File: src/rtl/gain_stage.sv
// Two-stage per-channel gain block: stage 1 computes the full-precision scaled
// sample from the channel's gain/mode, stage 2 clamps to W bits and flags saturation.

module gain_cfg_lane #(
  parameter int GW   = 8,
  parameter int FRAC = 4
) (
  input  logic          clk,
  input  logic          rst,
  input  logic          we,
  input  logic [GW-1:0] gain_i,
  input  logic          mode_i,
  output logic [GW-1:0] gain_o,
  output logic          mode_o
);
  localparam logic [GW-1:0] UNITY = GW'(1) << FRAC;

  logic [GW-1:0] gain_q, gain_d;
  logic          mode_q, mode_d;

  always_comb begin
    gain_d = gain_q;
    mode_d = mode_q;
    if (we) begin
      gain_d = gain_i;
      mode_d = mode_i;
    end
  end

  always_ff @(posedge clk or posedge rst) begin
    if (rst) begin
      gain_q <= UNITY;
      mode_q <= 1'b1;
    end else begin
      gain_q <= gain_d;
      mode_q <= mode_d;
    end
  end

  assign gain_o = gain_q;
  assign mode_o = mode_q;
endmodule

module gain_stage #(
  parameter int W    = 16,
  parameter int NCH  = 4,
  parameter int GW   = 8,
  parameter int FRAC = 4,
  localparam int CW  = $clog2(NCH)
) (
  input  logic          clk,
  input  logic          rst,
  input  logic [W-1:0]  data_i,
  input  logic [CW-1:0] ch_i,
  input  logic          valid_i,
  output logic          ready_o,
  output logic [W-1:0]  data_o,
  output logic [CW-1:0] ch_o,
  output logic          sat_o,
  output logic          valid_o,
  input  logic          ready_i,
  input  logic          cfg_we,
  input  logic [CW-1:0] cfg_ch,
  input  logic [GW-1:0] cfg_gain,
  input  logic          cfg_mode,
  output logic [15:0]   sat_cnt,
  input  logic          sat_clr
);
  localparam int RW = W + GW + 1;
  // Smallest magnitudes just outside the W-bit range; enough to force the clamp.
  localparam logic [RW-1:0] POS_OVF = {{(RW-W){1'b0}}, 1'b1, {(W-1){1'b0}}};
  localparam logic [RW-1:0] NEG_OVF = ~POS_OVF;
  localparam logic [W-1:0]  MAXV    = {1'b0, {(W-1){1'b1}}};
  localparam logic [W-1:0]  MINV    = {1'b1, {(W-1){1'b0}}};

  logic [NCH-1:0][GW-1:0] gain;
  logic [NCH-1:0]         mode;

  for (genvar i = 0; i < NCH; i++) begin : g_lane
    gain_cfg_lane #(.GW(GW), .FRAC(FRAC)) u_lane (
      .clk    (clk),
      .rst    (rst),
      .we     (cfg_we && (cfg_ch == CW'(i))),
      .gain_i (cfg_gain),
      .mode_i (cfg_mode),
      .gain_o (gain[i]),
      .mode_o (mode[i])
    );
  end

  logic [2:1]     vld_pipe_q, vld_pipe_d;
  logic [CW-1:0]  ch1_q, ch1_d, ch2_q, ch2_d;
  logic [RW-1:0]  r_q, r_d;
  logic [W-1:0]   data_q, data_d;
  logic           sat_q, sat_d;
  logic [15:0]    sat_cnt_q, sat_cnt_d;

  logic                 en;
  logic [GW-1:0]        sel_gain;
  logic                 sel_mode;
  logic signed [RW-1:0] a_ext, g_ext, prod;
  logic [2*W-1:0]       shl_wide;
  logic                 big_gain, shl_fits, r_fits;
  logic [RW-1:0]        r_calc;
  logic [W-1:0]         clamp_val;

  assign en       = ~vld_pipe_q[2] | ready_i;
  assign sel_gain = gain[ch_i];
  assign sel_mode = mode[ch_i];

  always_comb begin
    a_ext    = {{(RW-W){data_i[W-1]}}, data_i};
    g_ext    = {{(RW-GW){1'b0}}, sel_gain};
    prod     = a_ext * g_ext;
    // 2W bits hold any in-range shift (gain < W) exactly.
    shl_wide = {{W{data_i[W-1]}}, data_i} << sel_gain;
    big_gain = {{(32-GW){1'b0}}, sel_gain} >= 32'(W);
    shl_fits = (&shl_wide[2*W-1:W-1]) | ~(|shl_wide[2*W-1:W-1]);
    if (sel_mode)
      r_calc = prod >>> FRAC;
    else if ((data_i != '0) && (big_gain || !shl_fits))
      r_calc = data_i[W-1] ? NEG_OVF : POS_OVF;
    else
      r_calc = {{(RW-W){shl_wide[W-1]}}, shl_wide[W-1:0]};
  end

  always_comb begin
    r_fits    = (&r_q[RW-1:W-1]) | ~(|r_q[RW-1:W-1]);
    clamp_val = r_fits ? r_q[W-1:0] : (r_q[RW-1] ? MINV : MAXV);
  end

  always_comb begin
    vld_pipe_d = vld_pipe_q;
    ch1_d      = ch1_q;
    r_d        = r_q;
    ch2_d      = ch2_q;
    data_d     = data_q;
    sat_d      = sat_q;
    sat_cnt_d  = sat_cnt_q;
    if (en) begin
      vld_pipe_d = {vld_pipe_q[1], valid_i};
      ch1_d      = ch_i;
      r_d        = r_calc;
      ch2_d      = ch1_q;
      data_d     = clamp_val;
      sat_d      = ~r_fits;
    end
    if (sat_clr)
      sat_cnt_d = '0;
    else if (en && vld_pipe_q[1] && !r_fits && !(&sat_cnt_q))
      sat_cnt_d = sat_cnt_q + 16'd1;
  end

  always_ff @(posedge clk or posedge rst) begin
    if (rst) begin
      vld_pipe_q <= '0;
      ch1_q      <= '0;
      r_q        <= '0;
      ch2_q      <= '0;
      data_q     <= '0;
      sat_q      <= 1'b0;
      sat_cnt_q  <= '0;
    end else begin
      vld_pipe_q <= vld_pipe_d;
      ch1_q      <= ch1_d;
      r_q        <= r_d;
      ch2_q      <= ch2_d;
      data_q     <= data_d;
      sat_q      <= sat_d;
      sat_cnt_q  <= sat_cnt_d;
    end
  end

  assign ready_o = en;
  assign valid_o = vld_pipe_q[2];
  assign data_o  = data_q;
  assign ch_o    = ch2_q;
  assign sat_o   = sat_q;
  assign sat_cnt = sat_cnt_q;
endmodule

File: config.mk
export PLATFORM = sky130hd
export DESIGN_NAME = gain_stage
export DESIGN_NICKNAME = d
export VERILOG_FILES = /design/src/rtl/gain_stage.sv
export SDC_FILE = /design/constraint.sdc
export NUM_CORES = 1
export LEC_CHECK = 0
export ABC_AREA = 1
export CAP_MARGIN = 30
export CORE_MARGIN = 2
export CORE_UTILIZATION = 66
export DETAILED_ROUTE_END_ITERATION = 7
export DONT_BUFFER_PORTS = 1
export PLACE_DENSITY = 0.94
export SYNTH_ARGS = -nofsm -noshare
export SYNTH_HDL_FRONTEND = slang
export SYNTH_SLANG_ARGS = --single-unit
File: constraint.sdc
create_clock -name clk -period 7.15 [get_ports clk]
set_clock_uncertainty 0.15 [all_clocks]
set_input_delay 1.43 -clock clk [delete_from_list [all_inputs] [get_ports clk]]
set_output_delay 1.43 -clock clk [all_outputs]
set_load 0.03 [all_outputs]
==> run metrics <==
status finished clean; hold_buf cts 0; # Post-CTS Setup Buffers 0; final core occ 0.6949; Reg clk slew, reported paths ~80 ps; Worst EP required 7280 ps; commonest non-fill, non-tap cells in the layout 379 x nand2_1, 233 x inv_1, 155 x nor2_1; Vias 9742; logic gate share of total power 0.691; Power Total ~4.5 mW; Reg2Reg Launch Point g_lane[1].u_lane.gain_o[1]$_DFFE_PP0P_; mux cell area share after synthesis 0; remaining global-route overflow 0; Syn Area/Cell between 7 and 8 sq um; min Tclk post-route 6456 ps; final setup violation count 0; post-synthesis instance area 0.01058 sq mm; kind of critical path primary input to flip-flop; share of cells above drive strength 1 0.06198; unique cell type count in the Yosys netlist 42; Root Driver clkbuf_16; DRC 0; Filler cells 1322; Placeable Area 0.01577 sq mm; vias per inst 5.841; Final nets approximately 1600; post-synthesis simple-gate area fraction 0.3099; CP startpoint kind primary input; area grow syn2layout 3.547%; f_max 154.9 MHz; R2R depth 27; Worst Path Max Fanout 19; die height 130.6 um; Buf/Inv on CP 9; Setup TNS Final 0 ps; CP Capture Type flip-flop; DIE AREA 0.01706 sq mm; clock sinks 96; sequential share of power 0.201; fraction of synthesis flops using an asynchronous set or reset pin 1.000; Post-Synth Adder-Cell Area 0.2497; largest net degree at the start of global routing 59; Routed wire per std cell between 15 and 20 um; Sw Share 0.5427; Worst-Margin Slew 860.6 ps; first-pass GRT wire length 45910 um; Post-synth EDFFs 0; xor/xnor share of the synthesized area 0.008276; initial antenna violation count 0; R2R Setup Slk 1540 ps; post-CTS sizing 0; Top Family by Delay on Critical Path adder cells; leading cell type in the layout, fill and taps excluded nand2_1; RSZ-0062 raised after global routing false; Gate Count Post-Synth between 1000 and 1500; CP max stage delay 530 ps; hold path cells 2; # rows 46; register area share after synthesis 0.2279; Hold Path Origin g_lane[3].u_lane.gain_o[3]$_DFFE_PP0P_; H-tree level count 3; Yosys Warn Count 0; critical register-to-register path endpoint r_q[15]$_DFFE_PP0N_; initial core utilization 0.6711; CP most frequent cell inv_1; slowest cell on the critical path fa_1; ant diodes 0; CTS tree yes; vias in the first global route roughly 9400; Levels on crit path 28; Hold WC Path Type flip-flop to flip-flop; Post-DRT Antenna Nets 0; period utilization 0.9029; Relative slew margins 0.4227; Net Sw Power 2.454 mW; CP arrival between 6000 and 7000 ps; Max rail drop VDD about 0.23 mV; Clock Latency Late Sink 360 ps; Total GRT Usage 0.3453; pwr/cell area slightly above 400 mW/mm^2; Post-synth top flop dfrtp_1; num ports 72; Hold Crit Endpoint g_lane[3].u_lane.gain_o[3]$_DFFE_PP0P_; DRT Wirelength between 20000 and 30000 um; Inst Count DP 1652; gpl congestion 0.9843; Pre-antenna DRT Iters 6; Pint 2.068 mW; clk buf depth 2; main combinational cell family by area after synthesis simple AND/OR/NAND/NOR gates; clock power share 0.109; Yosys reg bits 96; max cap viols 0; Synth Area in Compound Gates 0.08643; drt initial violations around 1000; DP HPWL 21840 um; final std cells w/o fill about 1700; cts bufs inserted 9; Static Leak 5.751 nW; Hold Fails Final Rpt 0; Die W 130.6 um; Buffers on Ports 0; Post-Synthesis Net Count around 1700; max-slew violations 0
## power groups by stage
stage               sequential (mW)  clock, mW  combinational, mW
floorplan                     0.878          0               2.36
global placement              0.904          0               2.95
detailed placement            0.912          0               3.04
CTS                           0.906      0.498               3.06
global route                  0.925      0.520               3.55
finish                        0.908      0.491               3.12
## worst max-delay path by stage
stage / startpoint / to
2_1_floorplan: ch_i[0] / r_q[16]$_DFFE_PP0N_
3_3_place_gp: ch_i[0] / r_q[15]$_DFFE_PP0N_
5_1_grt: ch_i[0] / r_q[23]$_DFFE_PP0N_
6_report: ch_i[0] / r_q[15]$_DFFE_PP0N_
3_5_place_dp: ch_i[0] / r_q[23]$_DFFE_PP0N_
4_1_cts: ch_i[0] / r_q[16]$_DFFE_PP0N_
## tightest hold or removal path: stages (launching register included)
cell,delay (ps)
dfrtp_1,350
nand2_1,50
o21ai_0,60
## cells in the mapped netlist (2+ instances only)
library cell	instances	area share
fa_1	102	0.19
o21ai_0	75	0.035
nand2_2	7	0.0041
buf_4	6	0.0043
a31oi_1	4	0.0024
nor2_2	2	0.0012
inv_2	3	0.0011
clkinv_1	3	0.0011
buf_1	4	0.0014
nand3_1	154	0.073
inv_1	234	0.083
dfrtp_1	88	0.21
nor4_1	10	0.0059
o211ai_1	2	0.0014
xor2_1	4	0.0033
buf_2	12	0.0057
nand2_4	5	0.0053
nand3_4	3	0.0050
a22oi_1	2	0.0014
nor3_1	11	0.0052
buf_6	8	0.0085
clkbuf_1	28	0.0099
a21oi_2	10	0.0083
nand4_1	8	0.0047
nand3_2	15	0.014
xnor2_1	6	0.0050
ha_1	48	0.057
dfstp_2	8	0.020
nand2_1	379	0.13
a21oi_1	71	0.034
nor2_1	155	0.055
## metal layers
layer / global-route usage / up-vias / part of all wire
met1: 0.4668 / 4536 / 0.41
met4: 0.1208 / 2 / 0.032
met2: 0.5383 / 558 / 0.45
met3: 0.09568 / 81 / 0.11
met5: 0.02059 / - / 0.0015
li1: - / 4565 / -
## state kept, by name, summed over array words and instances, names as in the netlist
| name | flops |
|---|---|
| g_lane.u_lane.mode_o | 4 |
| data_o | 16 |
| ch1_q | 2 |
| sat_o | 1 |
| vld_pipe_q | 2 |
| ch_o | 2 |
| r_q | 21 |
| g_lane.u_lane.gain_o | 32 |
| sat_cnt | 16 |
## logic make-up (layout without fill, tap and decap cells)
logic type                 Yosys count  count (layout)
buffers and inverters              301             275
DFF                                 96              96
xor gates and xnor gates            10              10
AOI/OAI and AO/OA                  169             169
and+or+nand+nor                    752             752
adders and majority gates          150             150
## area by class of cell
class	count	area, sq um	area share
inverters	242	917.1	0.08370
well taps	216	270.3	0.02466
repair buffers	17	127.6	0.01165
flip-flops and latches	96	2412	0.2201
multi-input cells	1081	6924	0.6319
clock inverters	7	81.33	0.007422
clock buffers	9	225.2	0.02055
## per-stage QoR
stage,setup slack (ps),hold WS [ps],area [sq um]
global route,217.2,378.9,10960
floorplan,351.3,292.2,10580
global placement,547.7,316.2,10640
detailed placement,441.6,324.5,10650
finish,694.3,340.9,10960
CTS,803.4,343.3,10960
Note: power is estimated with default switching activity, not from simulation.
